==> src/rtl/seg_scan_mux.sv <==
// seg_scan_mux: time-multiplexed digit scanner for a BCD-to-seven-segment decoder.
//
// A frame snapshot of DIGITS packed BCD digits is shown one digit at a time.
// Each digit slot lasts PRESCALE clocks. Leading-zero blanking is optional.
//
// Ports:
//   clk        in   rising-edge clock
//   rst_n      in   synchronous active-low reset
//   en         in   scan enable; low blanks the outputs and freezes the scan
//   digits     in   packed BCD, digit i = digits[4i+3:4i], digit 0 least significant
//   blank_lz   in   leading-zero blanking enable
//   indec      out  BCD code to the decoder, 4'hF = blank
//   sel_n      out  active-low one-hot digit select
//   frame_tick out  one-clock pulse at the start of each frame
module seg_scan_mux #(
    parameter int unsigned DIGITS   = 8,
    parameter int unsigned PRESCALE = 1000
) (
    input  logic                  clk,
    input  logic                  rst_n,
    input  logic                  en,
    input  logic [4*DIGITS-1:0]   digits,
    input  logic                  blank_lz,
    output logic [3:0]            indec,
    output logic [DIGITS-1:0]     sel_n,
    output logic                  frame_tick
);

    localparam int unsigned CNT_W = (PRESCALE > 1) ? $clog2(PRESCALE) : 1;
    localparam int unsigned IDX_W = $clog2(DIGITS);
    localparam logic [CNT_W-1:0] CNT_MAX = CNT_W'(PRESCALE - 1);
    localparam logic [IDX_W-1:0] IDX_MAX = IDX_W'(DIGITS - 1);

    logic [CNT_W-1:0]    r_cnt, w_cnt_nxt;
    logic [IDX_W-1:0]    r_idx, w_idx_nxt;
    logic                r_started, w_started_nxt;
    logic [4*DIGITS-1:0] r_snap, w_snap_nxt;
    logic [3:0]          r_indec, w_indec_nxt;
    logic [DIGITS-1:0]   r_sel_n, w_sel_n_nxt;
    logic                r_tick, w_tick_nxt;

    logic [DIGITS-1:0]   w_zero_from;
    logic [3:0]          w_cur_digit;
    logic                w_blank;
    logic                v_acc;

    // w_zero_from[i] is set when snapshot digits i..DIGITS-1 are all zero.
    always_comb begin
        w_zero_from = '0;
        v_acc       = 1'b1;
        for (int i = DIGITS - 1; i >= 0; i--) begin
            v_acc          = v_acc & (r_snap[4*i +: 4] == 4'd0);
            w_zero_from[i] = v_acc;
        end
    end

    assign w_cur_digit = r_snap[{r_idx, 2'b00} +: 4];
    // Digit 0 always shows, so a zero value still displays "0".
    assign w_blank     = blank_lz && (r_idx != '0) && w_zero_from[r_idx];

    always_comb begin
        w_cnt_nxt     = r_cnt;
        w_idx_nxt     = r_idx;
        w_started_nxt = r_started;
        w_snap_nxt    = r_snap;
        w_tick_nxt    = 1'b0;
        w_sel_n_nxt   = '1;
        w_indec_nxt   = 4'hF;

        if (en) begin
            if (!r_started) begin
                w_snap_nxt    = digits;
                w_started_nxt = 1'b1;
                w_tick_nxt    = 1'b1;
            end else begin
                // Outputs reflect the pre-edge idx/snap, so they lag by one clock.
                w_sel_n_nxt = ~(DIGITS'(1) << r_idx);
                w_indec_nxt = w_blank ? 4'hF : w_cur_digit;
                if (r_cnt != CNT_MAX) begin
                    w_cnt_nxt = r_cnt + 1'b1;
                end else begin
                    w_cnt_nxt = '0;
                    if (r_idx == IDX_MAX) begin
                        // Re-snapshot only at the frame boundary so the display never tears.
                        w_idx_nxt  = '0;
                        w_snap_nxt = digits;
                        w_tick_nxt = 1'b1;
                    end else begin
                        w_idx_nxt = r_idx + 1'b1;
                    end
                end
            end
        end
    end

    always_ff @(posedge clk) begin
        if (!rst_n) begin
            r_cnt     <= '0;
            r_idx     <= '0;
            r_started <= 1'b0;
            r_snap    <= '0;
            r_sel_n   <= '1;
            r_indec   <= 4'hF;
            r_tick    <= 1'b0;
        end else begin
            r_cnt     <= w_cnt_nxt;
            r_idx     <= w_idx_nxt;
            r_started <= w_started_nxt;
            r_snap    <= w_snap_nxt;
            r_sel_n   <= w_sel_n_nxt;
            r_indec   <= w_indec_nxt;
            r_tick    <= w_tick_nxt;
        end
    end

    assign indec      = r_indec;
    assign sel_n      = r_sel_n;
    assign frame_tick = r_tick;

endmodule

==> config.mk <==
export PLATFORM = sky130hd
export DESIGN_NAME = seg_scan_mux
export DESIGN_NICKNAME = d
export VERILOG_FILES = /design/src/rtl/seg_scan_mux.sv
export SDC_FILE = /design/constraint.sdc
export NUM_CORES = 1
export LEC_CHECK = 0
export CAP_MARGIN = 5
export CORE_AREA = 8 8 81 83
export CTS_CLUSTER_SIZE = 16
export DETAILED_ROUTE_END_ITERATION = 8
export DIE_AREA = 0 0 89 91
export GPL_TIMING_DRIVEN = 0
export PLACE_DENSITY = 0.75
export SLEW_MARGIN = 20
export SYNTH_ARGS = -nofsm -noshare
export SYNTH_HDL_FRONTEND = slang
export SYNTH_SLANG_ARGS = --single-unit
export TNS_END_PERCENT = 50
==> constraint.sdc <==
create_clock -name clk -period 2.8 [get_ports clk]
set_input_delay 0.28 -clock clk [delete_from_list [all_inputs] [get_ports clk]]
set_output_delay 0.28 -clock clk [all_outputs]
set_load 0.005 [all_outputs]
======== Yosys cells after proc, flatten, opt, wreduce, memory -nomap -nowiden ========
Cells that the tools add are included.
operators by class
  shift operators ......................... 2
  reduce and logical (&&, ||, !) cells .... 17
  bitwise logic cells ..................... 12
  muxes and demuxes ....................... 10
  equal/unequal tests ..................... 4
  add/sub/neg operators ................... 2
  order comparisons ....................... 1
operators by type and width
  cell                                                        number
  two-way mux 32 bit                                          3
  zero test 4 bit                                             8
  indexed part select 32 x 6 -> 4 bit                         1
  adder 10 x 1 -> 10 bit, second input constant               1
  two-way mux 10 bit                                          1
  != test 10 bit, second input constant                       1
  AND reduction 3 bit                                         3
  inverter 8 bit                                              1
  << shifter 1 x 3 -> 8 bit, first input constant             1
  bitwise AND 1 bit                                           7
  less-than comparator 3 x 4 -> 1 bit, second input constant  1
  two-way mux 1 bit                                           4
  inverter 1 bit                                              4
  AND reduction 2 bit                                         2
  OR reduction 4 bit                                          1
  adder 3 x 1 -> 3 bit, second input constant                 1
  binary-select mux 1 bit (select 3 bit)                      1
  equality test 3 bit, second input constant                  1
  two-way mux 3 bit                                           1
  nonzero test 3 bit                                          1
  logical AND 1 bit                                           2
  != test 2 x 1 -> 1 bit, second input constant               1
  != test 2 bit, second input constant                        1
word-level totals
  input bits .............................. 36
  logic and storage cells ................. 55
  output and inout bits ................... 13
  register bits after elaboration ......... 59

======== Depth between registers and ports, before layout ========
  depth after elaboration ................. 12
  depth in mapped cells ................... 8
  gate-level depth less buffers ........... 6

======== Worst setup path after synthesis ========
No wires, ideal clock.
  kind .................................... reg-to-reg
  start point ............................. register r_idx[0]
  end point ............................... register r_indec[0], in the netlist indec[0]
  clock period less this slack ............ 1.855 ns
  stages on the path, launching flop included .. 8
  setup slack ............................. 0.945 ns
  arrival ................................. 1.775 ns
  buffers on the path ..................... 2
  library setup time ...................... 0.080 ns
  data required time ...................... 2.720 ns
  cell sequence ........................... dfxtp_1 buf_2 buf_2 inv_1 ha_1 a2111oi_2 o2111ai_1 o211ai_1
between the ends
  word-level cells in the longest chain between the ends .. 4
  elaborated cells between the ends (all ways) .. 7
  those cells by class .................... shift: 1; mux: 2; reduce/logical: 4
RTL lines
  element                                                                              line  RTL
  start: declaration                                                                   35    logic [IDX_W-1:0] r_idx, w_idx_nxt;
  start signal: assignment                                                             107   r_idx <= w_idx_nxt;
  binary-select mux 1 bit (select 3 bit) / nonzero test 3 bit (equally long branches)  59    assign w_blank = blank_lz && (r_idx != '0) && w_zero_from[r_idx];
  two-way mux 1 bit (implied by the code) / logical AND 1 bit (equally long branches)  59
  logical AND 1 bit                                                                    59
  OR reduction 4 bit (no line)                                                         n/a
  end signal: assignment                                                               111   r_indec <= w_indec_nxt;
  end: declaration                                                                     38    logic [3:0] r_indec, w_indec_nxt;
Several ways; a longest one is shown, not always the timed one. The select of a mux whose other input is x is not followed.
A chain may end at the register's enable or synchronous reset.

======== Worst setup path after layout ========
  start point ............................. register r_idx[1]
  end point ............................... register r_indec[0], in the netlist indec[0]
The elaborated chain is that of the path after synthesis.

==> PnR_summary.wiki <==
{| class="wikitable"
! Metric !! Value
|-
| Run status || completed
|-
| Crit-path max FO || 10
|-
| Fraction of the yosys area taken by sequential cells || 0.4634
|-
| Count of nets left with antenna violations after detail routing || 0
|-
| Cts hold-fix bufs || 0
|-
| Filler instances || slightly above 500
|-
| Layout cell share with drive strength beyond 1 || 0.1017
|-
| Setup repair after global routing missed its margin || no
|-
| Fin. Hold Viols || 0
|-
| Number of rows in the core area || 27
|-
| Max Cap Viol || 0
|-
| Maximum level of the CTS H-tree || 3
|-
| Leakage dissipation || about 0.0013 uW
|-
| Pin count of the biggest net entering global routing || 11
|-
| Xor/xnor cell area share of the yosys netlist || 0.03093
|-
| Post-route cell area || 3298 um2
|-
| Synth Area per Inst || ~9.1 um2
|-
| Cell types occupying the most area after synthesis || sky130_fd_sc_hd__dfxtp_1 46%, sky130_fd_sc_hd__nand3_1 7.1%, sky130_fd_sc_hd__o21ai_0 6.7%
|-
| Die width || 89 um
|-
| Hold Path Class || reg2reg
|-
| Die Outline Area || roughly 8100 um2
|-
| Power density normalized to cell area || around 530 nW/um2
|-
| Synth Area in Compound Gates || 0.1105
|-
| Number of antenna violations at the first check in global routing || 0
|-
| Later-pin clock latency in the skew report || around 320 ps
|-
| First-pass GRT wire length || between 9 and 10 mm
|-
| Worst-Margin Slew || between 400 and 500 ps
|-
| Gpl congestion || between 0.8 and 0.9
|-
| Initial standard-cell utilization of the core || 0.4775
|-
| Drt initial violations || 80
|-
| Routed length per placed instance || approximately 13 um
|-
| Endpoint required time on the critical path || approximately 3000 ps
|-
| Setup TNS || 0 ps
|-
| YS warnings || 0
|-
| Clk root buf || sky130_fd_sc_hd__clkbuf_8
|-
| Number of diodes || 0
|-
| Capturing point of the worst reg2reg path || indec[0]$_SDFF_PP1_
|-
| Worst Setup Start Kind || flip-flop
|-
| Hold path start || r_snap[23]$_SDFFE_PN0P_
|-
| Path type of the worst setup path || reg2reg
|-
| Worst hold stages || 2
|-
| Synth area leader || sky130_fd_sc_hd__dfxtp_1
|-
| Mux share of post-synthesis cell area || 0.09573
|-
| Data arrival time of the critical path || 2480 ps
|-
| Number of CTS-inserted buffers || 9
|-
| Maximum clock skew at final layout || approximately 5.3 ps
|-
| Final worst slack || 544.6 ps
|-
| Pre-Repair DR Iteration Count || 4
|-
| Terminating pin of the worst hold path || r_snap[23]$_SDFFE_PN0P_
|-
| Clock transition at the registers of the reported paths || 60 ps
|-
| Register-to-register setup slack || between 500 and 600 ps
|-
| Number of nets produced by synthesis || about 320
|-
| Count of state elements after synthesis || 59
|-
| Register-to-Register Path Depth || 6
|-
| DRC viols || 0
|-
| Dominant combinational cell family by area after synthesis || simple AND/OR/NAND/NOR gates
|-
| Startpoint of the most critical register-to-register path || r_idx[1]$_SDFFE_PN0P_
|-
| Floorplan die height || approximately 91 um
|-
| Pre-CTS worst setup slack || slightly below 600 ps
|-
| HPWL reported at the end of detailed placement || between 4 and 5 mm
|-
| Share of the clock period used by the worst path after layout || 0.8055
|-
| Number of buffers inserted to repair setup after CTS || 0
|-
| Achievable frequency || around 440 MHz
|-
| Clock tree from TritonCTS || yes
|-
| Critical path capture point type || flip-flop
|-
| Post-Syn Area || between 2000 and 3000 um2
|-
| Adder-cell area share of the yosys netlist || 0.03436
|-
| Number of nets at the end of the flow || about 380
|-
| Layout Area Growth over Synthesis || 29.41%
|-
| Remaining global-route overflow || 0
|-
| Vias || 2145
|-
| Share of Yosys cell area claimed by the top area cell type || 0.4634
|-
| Post-cts gate resize count || 0
|-
| I/O Pins || ~50
|-
| Max transition margin || 0.6800
|-
| Placeable core region || approximately 5300 um2
|-
| Number of input and output port buffers inserted || 48
|-
| Simple-gate share of the synthesized area || 0.2239
|-
| Final period demand of the worst path || between 2000 and 2500 ps
|-
| Tot GR Track Use || 0.1466
|-
| CTS max path bufs || 2
|-
| Setup violation total in the final timing report || 0
|-
| Count of pins over their slew limit || 0
|-
| Unique cell type count in the Yosys netlist || 37
|-
| Peak supply drop || ~0.00027 V
|-
| Total length of routed wires || about 5.6 mm
|-
| # clock sinks || around 60
|-
| Cell area reported after detailed placement || between 3000 and 4000 um2
|-
| Via count normalized by instance count || 5.156
|-
| Via count of the first global-routing pass || about 2100
|-
| Number of standard cells after synthesis || about 280
|}
==> state kept, by name, summed over array words and instances (netlist names) <==
name,flops
r_snap,32
r_cnt,10
sel_n,8
indec,4
r_idx,3
frame_tick,1
r_started,1
==> synth_stat cells <==
master	instances
sky130_fd_sc_hd__inv_2	1
sky130_fd_sc_hd__a22o_1	2
sky130_fd_sc_hd__o41ai_1	1
sky130_fd_sc_hd__o2111ai_1	1
sky130_fd_sc_hd__a2111oi_2	1
sky130_fd_sc_hd__xnor2_1	4
sky130_fd_sc_hd__o21ai_0	34
sky130_fd_sc_hd__mux4_1	1
sky130_fd_sc_hd__buf_4	1
sky130_fd_sc_hd__nand2_1	44
sky130_fd_sc_hd__and3_1	2
sky130_fd_sc_hd__mux2i_1	6
sky130_fd_sc_hd__clkbuf_1	7
sky130_fd_sc_hd__dfxtp_1	59
sky130_fd_sc_hd__xor2_1	5
sky130_fd_sc_hd__and2_1	3
sky130_fd_sc_hd__nor2_1	15
sky130_fd_sc_hd__buf_2	8
sky130_fd_sc_hd__nand4_1	5
sky130_fd_sc_hd__inv_1	3
sky130_fd_sc_hd__and4_1	2
sky130_fd_sc_hd__a21oi_1	3
sky130_fd_sc_hd__and4bb_2	1
sky130_fd_sc_hd__or3b_1	1
sky130_fd_sc_hd__clkbuf_2	1
sky130_fd_sc_hd__nor3_1	1
sky130_fd_sc_hd__a41oi_1	1
sky130_fd_sc_hd__nand3_1	36
sky130_fd_sc_hd__o211ai_1	4
sky130_fd_sc_hd__nor2b_1	1
sky130_fd_sc_hd__o31ai_1	1
sky130_fd_sc_hd__nor4_1	7
sky130_fd_sc_hd__mux4_2	7
sky130_fd_sc_hd__or2_2	1
sky130_fd_sc_hd__ha_1	7
sky130_fd_sc_hd__or3_1	1
sky130_fd_sc_hd__buf_1	3
==> placed cells by master (no fill, tap or decap), types with 2 or more instances in the layout <==
| cell | n |
|---|---|
| sky130_fd_sc_hd__nand3_1 | 36 |
| sky130_fd_sc_hd__mux2i_1 | 6 |
| sky130_fd_sc_hd__buf_2 | 8 |
| sky130_fd_sc_hd__dfxtp_1 | 59 |
| sky130_fd_sc_hd__o211ai_1 | 4 |
| sky130_fd_sc_hd__buf_1 | 3 |
| sky130_fd_sc_hd__clkdlybuf4s50_1 | 48 |
| sky130_fd_sc_hd__a21oi_1 | 3 |
| sky130_fd_sc_hd__xnor2_1 | 4 |
| sky130_fd_sc_hd__clkbuf_1 | 8 |
| sky130_fd_sc_hd__clkinv_2 | 2 |
| sky130_fd_sc_hd__nor2_1 | 15 |
| sky130_fd_sc_hd__mux4_2 | 7 |
| sky130_fd_sc_hd__nand4_1 | 5 |
| sky130_fd_sc_hd__a22o_1 | 2 |
| sky130_fd_sc_hd__and3_1 | 2 |
| sky130_fd_sc_hd__nand2_1 | 44 |
| sky130_fd_sc_hd__o21ai_0 | 34 |
| sky130_fd_sc_hd__nor4_1 | 7 |
| sky130_fd_sc_hd__and2_1 | 3 |
| sky130_fd_sc_hd__clkbuf_8 | 12 |
| sky130_fd_sc_hd__xor2_1 | 5 |
| sky130_fd_sc_hd__ha_1 | 7 |
| sky130_fd_sc_hd__and4_1 | 2 |
| sky130_fd_sc_hd__inv_1 | 3 |
==> logic make-up after synthesis <==
logic type,Yosys count
AND/OR/NAND/NOR,120
flip-flops,59
AO/OA/AOI/OAI,48
buffers and inverters,24
multiplexers,14
XOR/XNOR,9
adder cells (fa/ha/maj),7
==> per-layer routing <==
layer	part of all wire	track usage	routed length (um)
met1	0.46	0.1754	2544
met2	0.47	0.2331	2613
met3	0.053	0.03784	296
met4	0.020	0.07767	110
met5	0	0	0
==> power breakdown <==
| part | internal [uW] | total (uW) | switching [uW] |
|---|---|---|---|
| clock | 386 | 677 | 292 |
| sequential | 874 | 902 | 27.6 |
| combinational | 96.0 | 173 | 76.8 |
| total | 1360 | 1750 | 396 |
==> worst max path at each step <==
stage	from	end	slack [ps]	cells past startpoint
floorplan	r_idx[0]$_SDFFE_PN0P_	indec[0]$_SDFF_PP1_	950	7
global placement	r_idx[1]$_SDFFE_PN0P_	indec[2]$_SDFF_PP1_	560	6
detailed placement	r_idx[1]$_SDFFE_PN0P_	indec[0]$_SDFF_PP1_	580	6
CTS	r_idx[1]$_SDFFE_PN0P_	indec[0]$_SDFF_PP1_	560	6
global route	r_idx[1]$_SDFFE_PN0P_	indec[0]$_SDFF_PP1_	360	6
finish	r_idx[1]$_SDFFE_PN0P_	indec[0]$_SDFF_PP1_	540	6
==> through the flow <==
stage / instances / total power [uW] / util / hold slack (ps)
final: 416 / 1752 / 0.6179 / 487.2
after global routing: 416 / 1833 / 0.6179 / 504.4
after global placement: 401 / 1090 / 0.5844 / 472.6
after floorplan: 281 / 1005 / - / 395.8
after detailed placement: 401 / 1093 / 0.5844 / 481.5
after CTS: 416 / 1773 / 0.6179 / 486.6
==> final cells by class <==
type / instances / area [um2] / share of cell area
Clock inverter: 2 / 10.01 / 0.003035
Tap cell: 72 / 90.09 / 0.02731
Clock buffer: 13 / 168.9 / 0.05121
Inverter: 4 / 15.01 / 0.004552
Buffer: 20 / 90.09 / 0.02731
Multi-Input combinational cell: 198 / 1262 / 0.3828
Timing Repair Buffer: 48 / 480.5 / 0.1457
Sequential cell: 59 / 1181 / 0.3581
==> critical path, stage by stage (launching register included) <==
cell and delay, ps:
sky130_fd_sc_hd__dfxtp_1 470, sky130_fd_sc_hd__buf_1 430, sky130_fd_sc_hd__inv_1 120, sky130_fd_sc_hd__ha_1 250, sky130_fd_sc_hd__a2111oi_2 360, sky130_fd_sc_hd__o2111ai_1 250, sky130_fd_sc_hd__o211ai_1 280
(Power assumes the default switching activity.)
==> variant (same settings) <==
The output `indec` loses its register stage (`r_indec` becomes a continuous assignment).
--- a/src/rtl/seg_scan_mux.sv
+++ b/src/rtl/seg_scan_mux.sv
@@ -102,3 +102,2 @@
             r_sel_n   <= '1;
-            r_indec   <= 4'hF;
             r_tick    <= 1'b0;
@@ -110,3 +109,2 @@
             r_sel_n   <= w_sel_n_nxt;
-            r_indec   <= w_indec_nxt;
             r_tick    <= w_tick_nxt;
@@ -114,2 +112,4 @@
     end
+
+    assign r_indec = w_indec_nxt;
 
Formal check against the unedited RTL: not equivalent (Yosys sat finds a counterexample within 4 cycles, from zero or initial values and one cycle with rst_n low).
==> variant against the unedited design <==
- area after synthesis decreased by 2.0%
- utilization decreased by 1.8 points
- wire length increased by 3.7%
- sequential cell count decreased by 4
- clock power decreased by 20%
- non-clock buffer count decreased by 2
- clock skew increased by 0.0035 ns
- setup slack got worse by 0.45 ns
- sequential power decreased by 6.8%
- power decreased by 9.4%
- maximum frequency decreased by 17%
- final area decreased by 2.9%
- critical path type is now reg2out
- largest cell class unchanged
- highest routed layer unchanged
==> variant: results (changes against the unedited design) <==
INFO  metric layout.filler_cells = 512 (+0.20%)
INFO  metric grt_util_met1 = 19.0% (+1.5 points)
INFO  metric setup.worst_path.start = r_idx[1]
INFO  metric numCtsBuffers = 5 (-4)
INFO  metric grt_pass1_vias = 2143 (+2.2%)
INFO  metric worst-r2r-cell-count = 5 (-1)
INFO  metric multi_input_logic_portion_of_the_cell_area = 39.6% (+1.3 points)
INFO  metric postCtsResizedCells = 6 (+6)
INFO  metric num-nonclk-buffers = 66 (-2.9%)
INFO  metric share_of_cell_area_taken_by_flip_flops_and_latches = 34.5% (-1.3 points)
INFO  metric max_freq = 0.369 GHz (-17%)
INFO  metric worst-endpoint-arrival = 2.43 ns (-0.05 ns)
INFO  metric status = completed
INFO  metric dp.final_hpwl = 4450 um (+3.8%)
INFO  metric final_nets = 381 (-0.52%)
INFO  metric regToRegEndpoint = r_idx[2]
INFO  metric clock_area_share = 3.67% (-1.8 points)
INFO  metric drive_above_1_share = 9.73% (-0.44 points)
INFO  metric timing.reg2reg.setup_slack = 0.97 ns (+0.43 ns)
INFO  metric ir_worst_vdd = 0.264 mV (-3.0%)
INFO  metric viasPerCell = 5.33 (+3.3%)
INFO  metric worst_slew_margin_rel = 62.7% (-5.3 points)
INFO  metric h-tree-depth = 2 (-1)
INFO  metric total_switching_power = 0.371 mW (-6.4%)
INFO  metric postSynth.topFlopCell = dfxtp_1
INFO  metric syn_inst = 284 (+1.1%)
INFO  metric routed-wl-met2 = 2770 um (+6.0%)
INFO  metric synth_sequential_area_ratio = 44.1% (-2.3 points)
INFO  metric finalNonFillerCells = 411 (-1.2%)
INFO  metric power_leakage = 1.19 nW (-5.5%)
INFO  metric multi_input_cells = 206 (+4.0%)
INFO  metric wl_per_cell = 14.0 um (+4.9%)
INFO  metric critical-path-top-delay-family = buffers and inverters
INFO  metric crit_path_top_delay_cell = clkdlybuf4s50_1
INFO  metric use_met3 = 2.97% (-0.81 points)
INFO  metric critPathMaxStageDelay = 0.54 ns (+0.07 ns)
INFO  metric synth_area_leaders = dfxtp_1, nand3_1, mux4_2, nand2_1, o21ai_1
INFO  metric synth.cells.most_frequent = dfxtp_1, nand2_1, nand3_1
INFO  metric routed-wl-met3 = 309 um (+4.4%)
INFO  metric final.setup_skew = 0.00880 ns (+0.00353 ns)
INFO  metric grtUsageTotal = 14.8% (+0.14 points)
INFO  metric non_clock_buffer_area_fraction_after_layout = 19.0% (+1.7 points)
INFO  metric synth_fp_nets = 327 (+0.93%)
INFO  metric rr_startpoint = r_idx[2]
INFO  metric detailedRoute.firstIterationViolations = 113 (+41%)
INFO  metric clkPwrFrac = 34.2% (-4.5 points)
INFO  metric cp-endpoint = indec[3]
INFO  metric grt_util_met2 = 23.6% (+0.25 points)
INFO  metric place_inst = 404 (+0.75%)
INFO  metric met1Wirelength = 2600 um (+2.4%)
INFO  metric hold_path_end = r_snap[15]
INFO  metric place.gp.congestion = 0.916 (+5.3%)
INFO  metric seq_power = 0.841 mW (-6.8%)
[variant: cell types whose count changed in the layout (fill, tap and decap cells not counted), sizes merged, moves of 3 or more]
| cell | delta |
|---|---|
| o22ai | +4 |
| clkbuf | -9 |
| nand2 | +3 |
| nor2 | +9 |
| dfxtp | -4 |
| o211ai | -3 |
| mux2i | -5 |
[variant: per-stage QoR]
step           TNS, ns  total power [mW]  utilization (%)  hold WS, ns  instance area (um2)
2_1_floorplan        0             0.959                -        0.396                 2500
3_3_place_gp         0              1.06             57.5        0.463                 3070
3_5_place_dp         0              1.06             57.5        0.465                 3070
4_1_cts              0              1.59             59.8        0.478                 3190
5_1_grt        -0.0196              1.65             60.0        0.504                 3200
6_report             0              1.59             60.0        0.474                 3200
[variant: cell families after synthesis]
group	after synthesis	synth area share, %
flops	55	44.1
fa+ha+maj	7	3.51
compound gates	47	10.8
xor+xnor	9	3.16
mux	9	7.62
simple gates	134	25.8
buf+inv	23	5.11
